[src/rtl/l2_arb_pkg.sv]
// Shared types and constants for the L1-to-L2 port arbiter.
package l2_arb_pkg;

  typedef enum logic [1:0] {
    IDLE    = 2'd0,
    SERVE_I = 2'd1,
    SERVE_D = 2'd2,
    RECOVER = 2'd3
  } arb_state_t;

  typedef enum logic {
    REQ_I = 1'b0,
    REQ_D = 1'b1
  } requester_t;

  localparam int ARB_RR      = 0;
  localparam int ARB_FIXED_D = 1;

endpackage

[src/rtl/l2_arb_pick.sv]
// Combinational grant picker: round-robin on ties, or D-cache fixed priority.
module l2_arb_pick
  import l2_arb_pkg::*;
#(
  parameter int ARB_MODE = ARB_RR
) (
  input  logic       i_req,
  input  logic       d_req,
  input  requester_t last_grant,
  output logic       grant_valid,
  output requester_t grant_id
);

  always_comb begin
    grant_valid = i_req | d_req;
    grant_id    = REQ_D;
    if (i_req && !d_req) begin
      grant_id = REQ_I;
    end else if (i_req && d_req) begin
      if (ARB_MODE == ARB_FIXED_D) grant_id = REQ_D;
      else grant_id = (last_grant == REQ_D) ? REQ_I : REQ_D;
    end
  end

endmodule

[src/rtl/l2_arbiter.sv]
// Shares the single L2 port between the L1 I-cache and D-cache miss paths.
// The granted request is latched, so the L2 never sees live requester inputs.
//   state   | meaning
//   IDLE    | arbitrate between held requests, latch the winner
//   SERVE_I | L2 access on behalf of the I-cache, wait for mem_resp_l2
//   SERVE_D | L2 access on behalf of the D-cache, wait for mem_resp_l2
//   RECOVER | one quiet cycle so the winner can drop its held request
module l2_arbiter
  import l2_arb_pkg::*;
#(
  parameter int ADDR_W   = 32,
  parameter int LINE_W   = 256,
  parameter int ARB_MODE = ARB_RR
) (
  input  logic              clk,
  input  logic              rst_n,
  input  logic [ADDR_W-1:0] i_addr,
  input  logic              i_read,
  output logic [LINE_W-1:0] i_rdata,
  output logic              i_resp,
  input  logic [ADDR_W-1:0] d_addr,
  input  logic              d_read,
  input  logic              d_write,
  input  logic [LINE_W-1:0] d_wdata,
  output logic [LINE_W-1:0] d_rdata,
  output logic              d_resp,
  output logic [ADDR_W-1:0] mem_addr_l2,
  output logic              mem_read_l2,
  output logic              mem_write_l2,
  output logic [LINE_W-1:0] mem_wdata_l2,
  input  logic [LINE_W-1:0] mem_rdata_l2,
  input  logic              mem_resp_l2
);

  arb_state_t        state_q, state_d;
  requester_t        last_grant_q;
  logic [ADDR_W-1:0] lat_addr_q;
  logic [LINE_W-1:0] lat_wdata_q;
  logic              lat_write_q;

  logic       i_req, d_req, grant_valid, serving;
  requester_t grant_id;

  assign i_req = i_read;
  assign d_req = d_read | d_write;

  l2_arb_pick #(.ARB_MODE(ARB_MODE)) u_pick (
    .i_req       (i_req),
    .d_req       (d_req),
    .last_grant  (last_grant_q),
    .grant_valid (grant_valid),
    .grant_id    (grant_id)
  );

  always_ff @(posedge clk or negedge rst_n) begin
    if (!rst_n) begin
      state_q      <= IDLE;
      last_grant_q <= REQ_I;
      lat_addr_q   <= '0;
      lat_wdata_q  <= '0;
      lat_write_q  <= 1'b0;
    end else begin
      state_q <= state_d;
      if (state_q == IDLE && grant_valid) begin
        last_grant_q <= grant_id;
        if (grant_id == REQ_D) begin
          lat_addr_q  <= d_addr;
          lat_wdata_q <= d_wdata;
          // write wins when d_read and d_write are raised together
          lat_write_q <= d_write;
        end else begin
          lat_addr_q  <= i_addr;
          lat_wdata_q <= '0;
          lat_write_q <= 1'b0;
        end
      end
    end
  end

  always_comb begin
    state_d      = state_q;
    serving      = 1'b0;
    mem_addr_l2  = '0;
    mem_wdata_l2 = '0;
    mem_read_l2  = 1'b0;
    mem_write_l2 = 1'b0;
    i_resp       = 1'b0;
    d_resp       = 1'b0;
    i_rdata      = '0;
    d_rdata      = '0;
    case (state_q)
      IDLE: begin
        if (grant_valid) state_d = (grant_id == REQ_D) ? SERVE_D : SERVE_I;
      end
      SERVE_I, SERVE_D: begin
        serving = 1'b1;
        if (mem_resp_l2) state_d = RECOVER;
      end
      RECOVER: state_d = IDLE;
      default: state_d = IDLE;
    endcase
    if (serving) begin
      mem_addr_l2  = lat_addr_q;
      mem_wdata_l2 = lat_wdata_q;
      mem_read_l2  = ~lat_write_q;
      mem_write_l2 = lat_write_q;
    end
    // response steering is combinational: zero added latency on the return path
    if (state_q == SERVE_I && mem_resp_l2) begin
      i_resp  = 1'b1;
      i_rdata = mem_rdata_l2;
    end
    if (state_q == SERVE_D && mem_resp_l2) begin
      d_resp  = 1'b1;
      d_rdata = mem_rdata_l2;
    end
  end

  a_l2_op_onehot: assert property (@(posedge clk) disable iff (!rst_n)
    !(mem_read_l2 && mem_write_l2));
  a_resp_onehot: assert property (@(posedge clk) disable iff (!rst_n)
    !(i_resp && d_resp));
  a_resp_in_serve: assert property (@(posedge clk) disable iff (!rst_n)
    (i_resp || d_resp) |-> serving);

endmodule

[config.mk]
export PLATFORM = sky130hd
export DESIGN_NAME = l2_arbiter
export DESIGN_NICKNAME = d
export VERILOG_FILES = /design/src/rtl/l2_arb_pkg.sv /design/src/rtl/l2_arb_pick.sv /design/src/rtl/l2_arbiter.sv
export SDC_FILE = /design/constraint.sdc
export NUM_CORES = 1
export LEC_CHECK = 0
export ABC_AREA = 1
export CORE_AREA = 2 2 534 536
export DETAILED_ROUTE_END_ITERATION = 10
export DIE_AREA = 0 0 536 538
export SLEW_MARGIN = 20
export SYNTH_ARGS = -nofsm -noshare
export SYNTH_HDL_FRONTEND = slang
export SYNTH_SLANG_ARGS = --single-unit
[constraint.sdc]
create_clock -name clk -period 4.5 [get_ports clk]
set_input_delay 1.125 -clock clk [delete_from_list [all_inputs] [get_ports clk]]
set_output_delay 1.125 -clock clk [all_outputs]
set_load 0.01 [all_outputs]
==> out/qor.yml, run 1 <==
detailed_routing:
  route.detailed.drc: 0
  drtPass1Iterations: 8
  drt_iter0_markers: 2011
  drtAntennaViolNets: 0
  vias: 25000
  viasPerCell: 3.11
  wirelength_um: 250000
  drt-wirelength-per-cell_um: 31.2
logic_synthesis:
  synthAdderAreaFrac_pct: 0.283
  synth_top_area_share_pct: 41.3
  synthArstFlopShare_pct: 100
  muxShareOfSynthArea_pct: 0
  ys_seq_area_share_pct: 41.3
  ys_seq_elements: 292
  synth-xor-area-share_pct: 0
  synth.avg_cell_area_um2: 6.18
  synth-simple-area-share_pct: 39.5
  synth_top_family_by_area: "simple AND/OR/NAND/NOR gates"
  yosysMostFrequentCell: "nand2_1"
  synth_fp_nets: 3445
  yosys-top-cells-area: "dfrtp_1, nand2_1, inv_1"
  synth_common_cells: "nand2_1, inv_1, nor2_1"
  synth_edf_count: 0
  synth_cell_types: 16
  synth_top_area_cell: "dfrtp_1"
  postSynthCellCount: 2859
  synthFlopType: "dfrtp_1"
  synth_compound_area_share_pct: 0.120
  syn_area_um2: 17700
  ys_warn_count: 0
critical_path:
  r2r_setup_slack_ns: 2.24
  worstPathMaxFanout: 28
  required_ns: 3.38
  r2r_cells: 9
  crit_path_end_kind: "output pin"
  critPathKind: "in2out"
  r2r-end: "state_q[0]$_DFFE_PN0P_"
  worstSetupStartpointType: "input pin"
  cp.arrival_ns: 3.22
  worstReg2RegStart: "state_q[1]$_DFFE_PN0P_"
cells_and_area:
  seqCellArea_um2: 7310
  area_growth_pct: 121
  fill_cells: 32700
  drive_gt1_share_pct: 9.77
  fin_util_pct: 13.8
  multi_input_area_um2: 7110
  stdcell_count: 8027
  fin_nets: 4757
die:
  dieArea_um2: 288000
  core.rowCount: 196
  fp.dieH_um: 538
  core_area_um2: 283000
  ios: 1386
  initial_core_util_pct: 6.24
  die_w_um: 536
sta:
  tightest_slew_ns: 0.821
  clock_skew_ns: 0.0293
  final.period_utilization_pct: 96.6
  hold_viol: 0
  setup_ws_ns: 0.151
  fin_setup_tns_ns: 0
  maxSlewHeadroom_pct: 45.3
  maxSlewViolCount: 0
  fin_crit_ns: 4.35
  hold_ws_ns: 0.471
  rsz0062_at_grt: "no"
  timing.fmax_mhz: 230
  setup_violations: 0
worst_hold_path:
  holdCritPathClass: "in2async"
power_and_ir_drop:
  p_sw_mw: 11.9
  swShare_pct: 50.5
  power.share.clock_pct: 15.5
  peakVddDrop_uv: 448
  p_int_mw: 11.6
  p_leak_nw: 19.4
  pwr-share-comb_pct: 65.8
  seqPwrFrac_pct: 18.7
  p_per_area_nw_per_um2: 603
global_routing:
  grt_overflow_total: 0
  grt_pass1_vias: 23400
  grt_pass1_wl_um: 297000
  antenna_found_initial: 199
  grt_max_degree: 146
  grt_usage_pct: 16.5
cts:
  path_clk_slew_ns: 0.06
  clock_latency_ns: 0.65
  postCtsHoldBufs: 0
  cts_setup_buffers: 0
  clk_path_buf_depth: 3
  cts_buffers: 42
  clock_sinks: 292
  cts_resized: 0
  cts_max_level: 2
  root_buffer: "clkbuf_16"
  cts_tree: "built"
job:
  drv_cap: 0
placement:
  port_buffers: 1385
  hpwl_um: 223000
  placed_cells: 7889
  pre_cts_slack_ns: 0.184
  gp_congestion: 1.09
outcome:
  run_status: "completed"
-- critical path, cell delays in order --
cell	delay, ns
clkdlybuf4s50_1	0.57
buf_12	0.16
nand2_4	0.10
buf_12	0.21
buf_4	0.24
nor2_1	0.13
clkdlybuf4s50_1	0.58
-- metal layers --
metal / part of all wire (%) / global-route usage [%] / vias to the layer above
met5: 0.68 / 3.34 / -
met4: 2.6 / 3.93 / 66
met3: 16 / 12.0 / 446
met2: 41 / 24.0 / 1765
met1: 39 / 19.0 / 11800
li1: - / - / 10900
-- kinds of logic after synthesis --
logic type / after synthesis
adders and majority gates: 4
DFF: 292
and+or+nand+nor: 1753
buffers and inverters: 808
AOI/OAI and AO/OA: 2
-- flip-flops by register name, summed over array words and instances, names as in the netlist --
register and count:
lat_wdata_q 256, lat_addr_q 32, state_q 2, last_grant_q 1
lat_write_q 1
-- cells in the final DEF, fill, tap and decap left out, types with 4 or more instances in the layout --
cell	instances
nand3_1	323
nor2_1	516
diode_2	60
clkbuf_16	42
inv_8	4
buf_12	170
bufinv_16	4
clkbuf_8	5
clkbuf_1	4
clkdlybuf4s50_1	1131
inv_6	5
buf_4	156
nand2_1	909
inv_1	615
clkinv_2	7
clkinvlp_4	4
dfrtp_1	292
-- worst max path at each step --
stage	startpoint	to	slack (ns)	cells past startpoint
3_5_place_dp	mem_resp_l2	i_rdata[33]	0.18	7
2_1_floorplan	mem_resp_l2	d_rdata[100]	1.48	4
5_1_grt	state_q[1]$_DFFE_PN0P_	mem_wdata_l2[74]	0.03	7
6_report	mem_resp_l2	i_rdata[234]	0.15	7
3_3_place_gp	mem_resp_l2	i_rdata[2]	0.19	7
4_1_cts	state_q[1]$_DFFE_PN0P_	mem_wdata_l2[131]	0.15	6
-- power by group through the flow --
stage          registers, mW  logic, mW  clock network, mW
6_report                4.40       15.5               3.63
5_1_grt                 4.54       16.7               3.86
4_1_cts                 4.41       15.8               3.77
3_5_place_dp            4.43       15.7                  0
3_3_place_gp            4.43       15.7                  0
2_1_floorplan           4.21       5.80                  0
-- area by class of cell --
type                       instances  area share (%)
timing repair buffer            1459            40.8
sequential                       292            18.7
multi-input combinational       1759            18.2
tap                             3762            12.1
inverter                         617            5.96
clock buffer                      51            2.91
clock inverter                    27           0.847
antenna                           60           0.385
-- per-stage QoR --
stage,cell area (um2),power (mW)
6_report,39000,23.5
3_5_place_dp,37400,20.2
4_1_cts,38800,24.0
3_3_place_gp,37400,20.1
2_1_floorplan,17700,10.0
5_1_grt,38900,25.1
Note: power is estimated with default switching activity, not from simulation.
==> inputs of run 2 (changes only) <==
CTS_CLUSTER_DIAMETER = 120   (was unset)
SKIP_LAST_GASP = 1   (was unset)
==> run 2 against run 1 <==
Effect of this change:
- routed wire length decreased by 0.16%
- critical path depth did not move
- via count hardly changed
- combinational power is essentially flat
- clock skew up 0.0024 ns
- hold slack worse by 0.0073 ns
- first-iteration DRC count shrank 0.30%
- clock power increased by 3%
- clock-buffer cell count shrank 1
- die area is the same
- critical path type unchanged
- critical endpoint unchanged
==> out/qor.yml, run 2 (synthesized netlist as in run 1, its figures left out) <==
placement:
  port_buffers: 1385  # unchanged
  gp_congestion: 1.09  # unchanged
  pre_cts_slack_ns: 0.184  # unchanged
  hpwl_um: 223000  # unchanged
  place_area_um2: 37400  # unchanged
cells_and_area:
  fin_util_pct: 13.8  # +0.028 points
  drive_gt1_share_pct: 9.80  # +0.021 points
  area_growth_pct: 121
  largest-register: "lat_wdata_q"
  largestRegisters: "lat_wdata_q x256, lat_addr_q x32, state_q x2"
  fin_nets: 4758  # +0.021%
  layout_commonest_cell: "clkdlybuf4s50_1"
  largest_reg_flops: 256  # unchanged
  final_cell_mix: "clkdlybuf4s50_1, nand2_1, inv_1"
  design_area_um2: 39100  # +0.20%
cts:
  postCtsHoldBufs: 0  # unchanged
  clock_latency_ns: 0.64  # about the same
  root_buffer: "clkbuf_16"
  clk_path_buf_depth: 3  # unchanged
  clock_sinks: 292  # unchanged
  cts_tree: "built"
  cts_resized: 0  # unchanged
  path_clk_slew_ns: 0.06  # about the same
  cts_buffers: 43  # +2.4%
  cts_setup_buffers: 0  # unchanged
  cts_max_level: 2  # unchanged
power_and_ir_drop:
  swShare_pct: 50.1  # -0.31 points
  pwr-share-comb_pct: 65.5  # -0.3 points
  p_sw_mw: 11.8  # -0.13%
  p_leak_nw: 19.4  # +0.18%
  peakVddDrop_uv: 447  # about the same
  power.share.clock_pct: 15.8  # +0.3 points
  p_per_area_nw_per_um2: 604  # +0.28%
  seqPwrFrac_pct: 18.7  # about the same
  p_int_mw: 11.8  # +1.1%
die:
  ios: 1386  # unchanged
  initial_core_util_pct: 6.24  # unchanged
  fp.dieH_um: 538  # unchanged
  core.rowCount: 196  # unchanged
  core_area_um2: 283000  # unchanged
  dieArea_um2: 288000  # unchanged
  die_w_um: 536  # unchanged
sta:
  final.period_utilization_pct: 95.7  # -0.94 points
  timing.fmax_mhz: 232  # +0.98%
  setup_ws_ns: 0.193  # +0.0424 ns
  rsz0062_at_grt: "no"
  maxSlewHeadroom_pct: 45.6  # +0.34 points
  tightest_slew_ns: 0.816  # -0.00504 ns
  hold_viol: 0  # unchanged
  fin_setup_tns_ns: 0  # unchanged
  maxSlewViolCount: 0  # unchanged
  clock_skew_ns: 0.0316  # +0.00238 ns
  setup_violations: 0  # unchanged
  fin_crit_ns: 4.31  # -0.0424 ns
job:
  drv_cap: 0  # unchanged
detailed_routing:
  vias: 25000  # +0.052%
  drtAntennaViolNets: 0  # unchanged
  route.detailed.drc: 0  # unchanged
  drtPass1Iterations: 6  # -2
  viasPerCell: 3.11  # about the same
  drt-wirelength-per-cell_um: 31.1  # -0.16%
  drt_iter0_markers: 2005  # -0.30%
  wirelength_um: 250000  # -0.16%
critical_path:
  critPathKind: "in2out"
  cp_slowest_stage_delay_ns: 0.57  # about the same
  worstPathMaxFanout: 28  # unchanged
  required_ns: 3.38  # about the same
  worstSetupStartpointType: "input pin"
  cpMaxStageDelayCell: "clkdlybuf4s50_1"
  cp_cell_sequence: "clkdlybuf4s50_1, buf_12, nand2_4, buf_12, buf_4, nor2_1, clkdlybuf4s50_1"
  cp.arrival_ns: 3.18  # -0.04 ns
  crit_path_end_kind: "output pin"
worst_hold_path:
  holdCritPathClass: "in2async"
global_routing:
  antenna_found_initial: 199  # unchanged
  grt_usage_pct: 16.5  # -0.043 points
  grt_max_degree: 146  # unchanged
  grt_overflow_total: 0  # unchanged
  grt_pass1_wl_um: 297000  # -0.28%
  grt_pass1_vias: 23400  # -0.034%
outcome:
  run_status: "completed"
run 2: cell count changes in the layout (fill, tap and decap cells not counted):
cell       change
bufinv_16      +2
clkbuf_8       -2
clkbuf_16      +1
clkinv_16      +1
clkinv_4       -1
diode_2        -1
inv_6          -1
inv_8          +1
run 2: critical path: cells and delay by family:
kind                   cells  cell delay, ns
and+or+nand+nor            2            0.21
buffers and inverters      5            1.73
run 2: through the flow:
| stage | hold slack, ns | power [mW] | std cells |
|---|---|---|---|
| 4_1_cts | 0.445 | 24.1 | 7968 |
| 3_3_place_gp | 0.462 | 20.1 | 7889 |
| 6_report | 0.464 | 23.6 | 8027 |
| 3_5_place_dp | 0.465 | 20.2 | 7889 |
| 2_1_floorplan | 0.449 | 10.0 | 2859 |
| 5_1_grt | 0.470 | 25.2 | 7999 |
run 2: worst paths after layout:
path	from	to	slack (ns)	cells after the start
setup / recovery	mem_resp_l2	i_rdata[234]	0.19	7
hold / removal	rst_n	lat_wdata_q[206]$_DFFE_PN0P_	0.46	1
setup reg to reg	state_q[1]$_DFFE_PN0P_	state_q[0]$_DFFE_PN0P_	2.23	9
hold reg to reg	lat_wdata_q[195]$_DFFE_PN0P_	lat_wdata_q[195]$_DFFE_PN0P_	0.48	2
max in group asynchronous	rst_n	lat_wdata_q[36]$_DFFE_PN0P_	3.02	2
min in group clk	lat_wdata_q[195]$_DFFE_PN0P_	lat_wdata_q[195]$_DFFE_PN0P_	0.48	2
run 2: layer usage:
metal	part of all wire [%]	up-vias	track usage [%]	wire (um)
met5	0.65	-	3.34	1630
met4	2.5	66	3.82	6330
met3	16	444	11.8	40600
met2	41	1771	24.1	103000
met1	40	11800	19.0	98800
li1	-	10900	-	-
run 2: final cells by class:
type / count / area, um2
diodes: 59 / 148
clock buffers: 50 / 1130
clock inverters: 29 / 414
fillers: 32700 / 244000
inverters: 617 / 2320
multi-input cells: 1759 / 7110
flip-flops and latches: 292 / 7310
well taps: 3762 / 4710
repair buffers: 1459 / 15900
run 2: power by group through the flow:
stage	Sequential [mW]	Combinational [mW]	Clock, mW
after floorplan	4.21	5.80	0
after global placement	4.43	15.7	0
after detailed placement	4.43	15.7	0
after CTS	4.41	15.8	3.87
after global routing	4.54	16.7	3.96
final	4.40	15.5	3.74
==> inputs of run 3 (changes only) <==
PLACE_DENSITY = 0.3   (was unset)
==> run 3 against run 2 <==
Effect of this change:
- hold slack lost 0.016 ns
- final area grew 0.33%
- register-to-register slack gained 0.17 ns
- global-route usage shrank 1.7 points
- sequential share of layout area shrank 0.062 points
- utilization is essentially flat
- critical path depth is the same
==> out/qor.yml, run 3 (synthesized netlist as in run 1, its figures left out) <==
cts:
  root_buffer: "clkbuf_16"
  cts_max_level: 2  # unchanged
  cts_tree: "built"
  cts_buffers: 47  # +9.3%
  clock_latency_ns: 0.67  # +0.03 ns
  clock_sinks: 292  # unchanged
  clk_path_buf_depth: 3  # unchanged
  path_clk_slew_ns: 0.06  # about the same
critical_path:
  worstPathMaxFanout: 24  # -14%
  worstSetupStartpointType: "input pin"
  crit_path_end_kind: "output pin"
  cp.arrival_ns: 3.09  # -0.09 ns
  critPathKind: "in2out"
  required_ns: 3.38  # about the same
power_and_ir_drop:
  p_sw_mw: 10.6  # -10%
  power_mw: 22.7  # -3.7%
  swShare_pct: 46.8  # -3.3 points
  pwr-share-comb_pct: 62.7  # -2.8 points
  p_leak_nw: 19.4  # -0.43%
  seqPwrFrac_pct: 19.5  # +0.8 points
  peakVddDrop_uv: 473  # +5.8%
  power.share.clock_pct: 17.8  # +2.0 points
  p_per_area_nw_per_um2: 580  # -4.1%
  p_int_mw: 12.1  # +2.7%
die:
  core_area_um2: 283000  # unchanged
  fp.dieH_um: 538  # unchanged
  ios: 1386  # unchanged
  die_w_um: 536  # unchanged
  dieArea_um2: 288000  # unchanged
  core.rowCount: 196  # unchanged
  initial_core_util_pct: 6.24  # unchanged
cells_and_area:
  area_growth_pct: 122
  drive_gt1_share_pct: 7.92  # -1.9 points
  fill_cells: 32700  # +0.13%
  layout_commonest_cell: "clkdlybuf4s50_1"
  largestRegisters: "lat_wdata_q x256, lat_addr_q x32, state_q x2"
  largest_reg_flops: 256  # unchanged
  stdcell_count: 8067  # +0.50%
  fin_nets: 4791  # +0.69%
  multi_input_area_um2: 7110  # unchanged
  final_cell_mix: "clkdlybuf4s50_1, nand2_1, inv_1"
  largest-register: "lat_wdata_q"
  seqCellArea_um2: 7310  # unchanged
detailed_routing:
  viasPerCell: 2.99  # -3.9%
  route.detailed.drc: 0  # unchanged
  wirelength_um: 224000  # -11%
  drt-wirelength-per-cell_um: 27.7  # -11%
  drtPass1Iterations: 5  # -1
  drt_iter0_markers: 1500  # -25%
  drtAntennaViolNets: 0  # unchanged
  vias: 24100  # -3.4%
sta:
  maxSlewHeadroom_pct: 40.7  # -4.9 points
  rsz0062_at_grt: "no"
  maxSlewViolCount: 0  # unchanged
  hold_viol: 0  # unchanged
  tightest_slew_ns: 0.889  # +0.0729 ns
  fin_crit_ns: 4.21  # -0.0925 ns
  timing.fmax_mhz: 237  # +2.2%
  setup_violations: 0  # unchanged
  clock_skew_ns: 0.0402  # +0.00858 ns
  final.period_utilization_pct: 93.7  # -2.1 points
outcome:
  run_status: "completed"
placement:
  port_buffers: 1385  # unchanged
  placed_cells: 7918  # +0.37%
  gp_congestion: 0.904  # -17%
  hpwl_um: 194000  # -13%
global_routing:
  grt_pass1_vias: 24300  # +3.8%
  antenna_found_initial: 151  # -24%
  grt_pass1_wl_um: 274000  # -7.7%
  grt_usage_pct: 14.8  # -1.7 points
  grt_overflow_total: 0  # unchanged
  grt_max_degree: 124  # -15%
worst_hold_path:
  holdCritPathClass: "in2async"
job:
  drv_cap: 0  # unchanged
-- run 3: cell count changes in the layout (fill, tap and decap cells not counted), moves of 2 or more --
| cell | delta |
|---|---|
| inv_6 | -3 |
| clkbuf_8 | +8 |
| inv_8 | -4 |
| clkdlybuf4s50_1 | +106 |
| diode_2 | +2 |
| clkbuf_16 | +5 |
| buf_12 | -38 |
| buf_4 | -39 |
| clkbuf_1 | +7 |
-- run 3: final timing paths --
kind | from | end | slack [ns] | cells after the start
setup / recovery | mem_resp_l2 | d_rdata[25] | 0.29 | 7
hold / removal | rst_n | lat_wdata_q[41]$_DFFE_PN0P_ | 0.45 | 1
setup reg to reg | state_q[0]$_DFFE_PN0P_ | lat_wdata_q[241]$_DFFE_PN0P_ | 2.40 | 7
hold reg to reg | lat_wdata_q[167]$_DFFE_PN0P_ | lat_wdata_q[167]$_DFFE_PN0P_ | 0.47 | 2
max in group asynchronous | rst_n | lat_wdata_q[88]$_DFFE_PN0P_ | 2.85 | 2
min in group clk | lat_wdata_q[167]$_DFFE_PN0P_ | lat_wdata_q[167]$_DFFE_PN0P_ | 0.47 | 2
-- run 3: per-stage QoR --
stage	util (%)	area, um2	TNS (ns)	setup slack [ns]	hold slack [ns]
floorplan	-	17700	0	1.48	0.449
global placement	13.2	37400	-0.0232	-0.0232	0.462
detailed placement	13.2	37400	0	0.0129	0.465
CTS	13.8	39000	0	0.0998	0.419
global route	13.8	39100	0	0.0833	0.461
finish	13.8	39200	0	0.286	0.448
-- run 3: power groups by stage --
stage / logic, mW / registers (mW) / clock network (mW)
final: 14.2 / 4.44 / 4.04
after global routing: 15.5 / 4.58 / 4.32
after CTS: 14.7 / 4.44 / 4.26
after detailed placement: 14.6 / 4.47 / 0
after global placement: 14.7 / 4.47 / 0
after floorplan: 5.80 / 4.21 / 0
-- run 3: final cells by class --
type | count | area share (%)
Timing Repair Buffer | 1488 | 40.6
Sequential cell | 292 | 18.6
Multi-Input combinational cell | 1759 | 18.1
Tap cell | 3762 | 12.0
Inverter | 617 | 5.93
Clock buffer | 70 | 3.56
Clock inverter | 18 | 0.680
Antenna cell | 61 | 0.390
-- run 3: timing repair --
item	CTS	global route
setup endpoints to repair	1	0
buffers inserted	0	0
gates resized for setup	1	0
hold buffers	0	0
-- run 3: critical path, cell delays in order --
cell and delay, ns:
dlygate4sd2_1 0.42, buf_12 0.19, nand2_4 0.07, buf_12 0.19
nor2_1 0.28, buf_4 0.19, clkdlybuf4s50_1 0.55
-- run 3: metal layers --
metal | vias to the layer above | routed length, um | global-route usage [%]
met4 | 48 | 8550 | 5.00
li1 | 11000 | - | -
met5 | - | 467 | 0.378
met2 | 1332 | 98700 | 23.2
met3 | 311 | 29600 | 8.57
met1 | 11500 | 86300 | 16.6
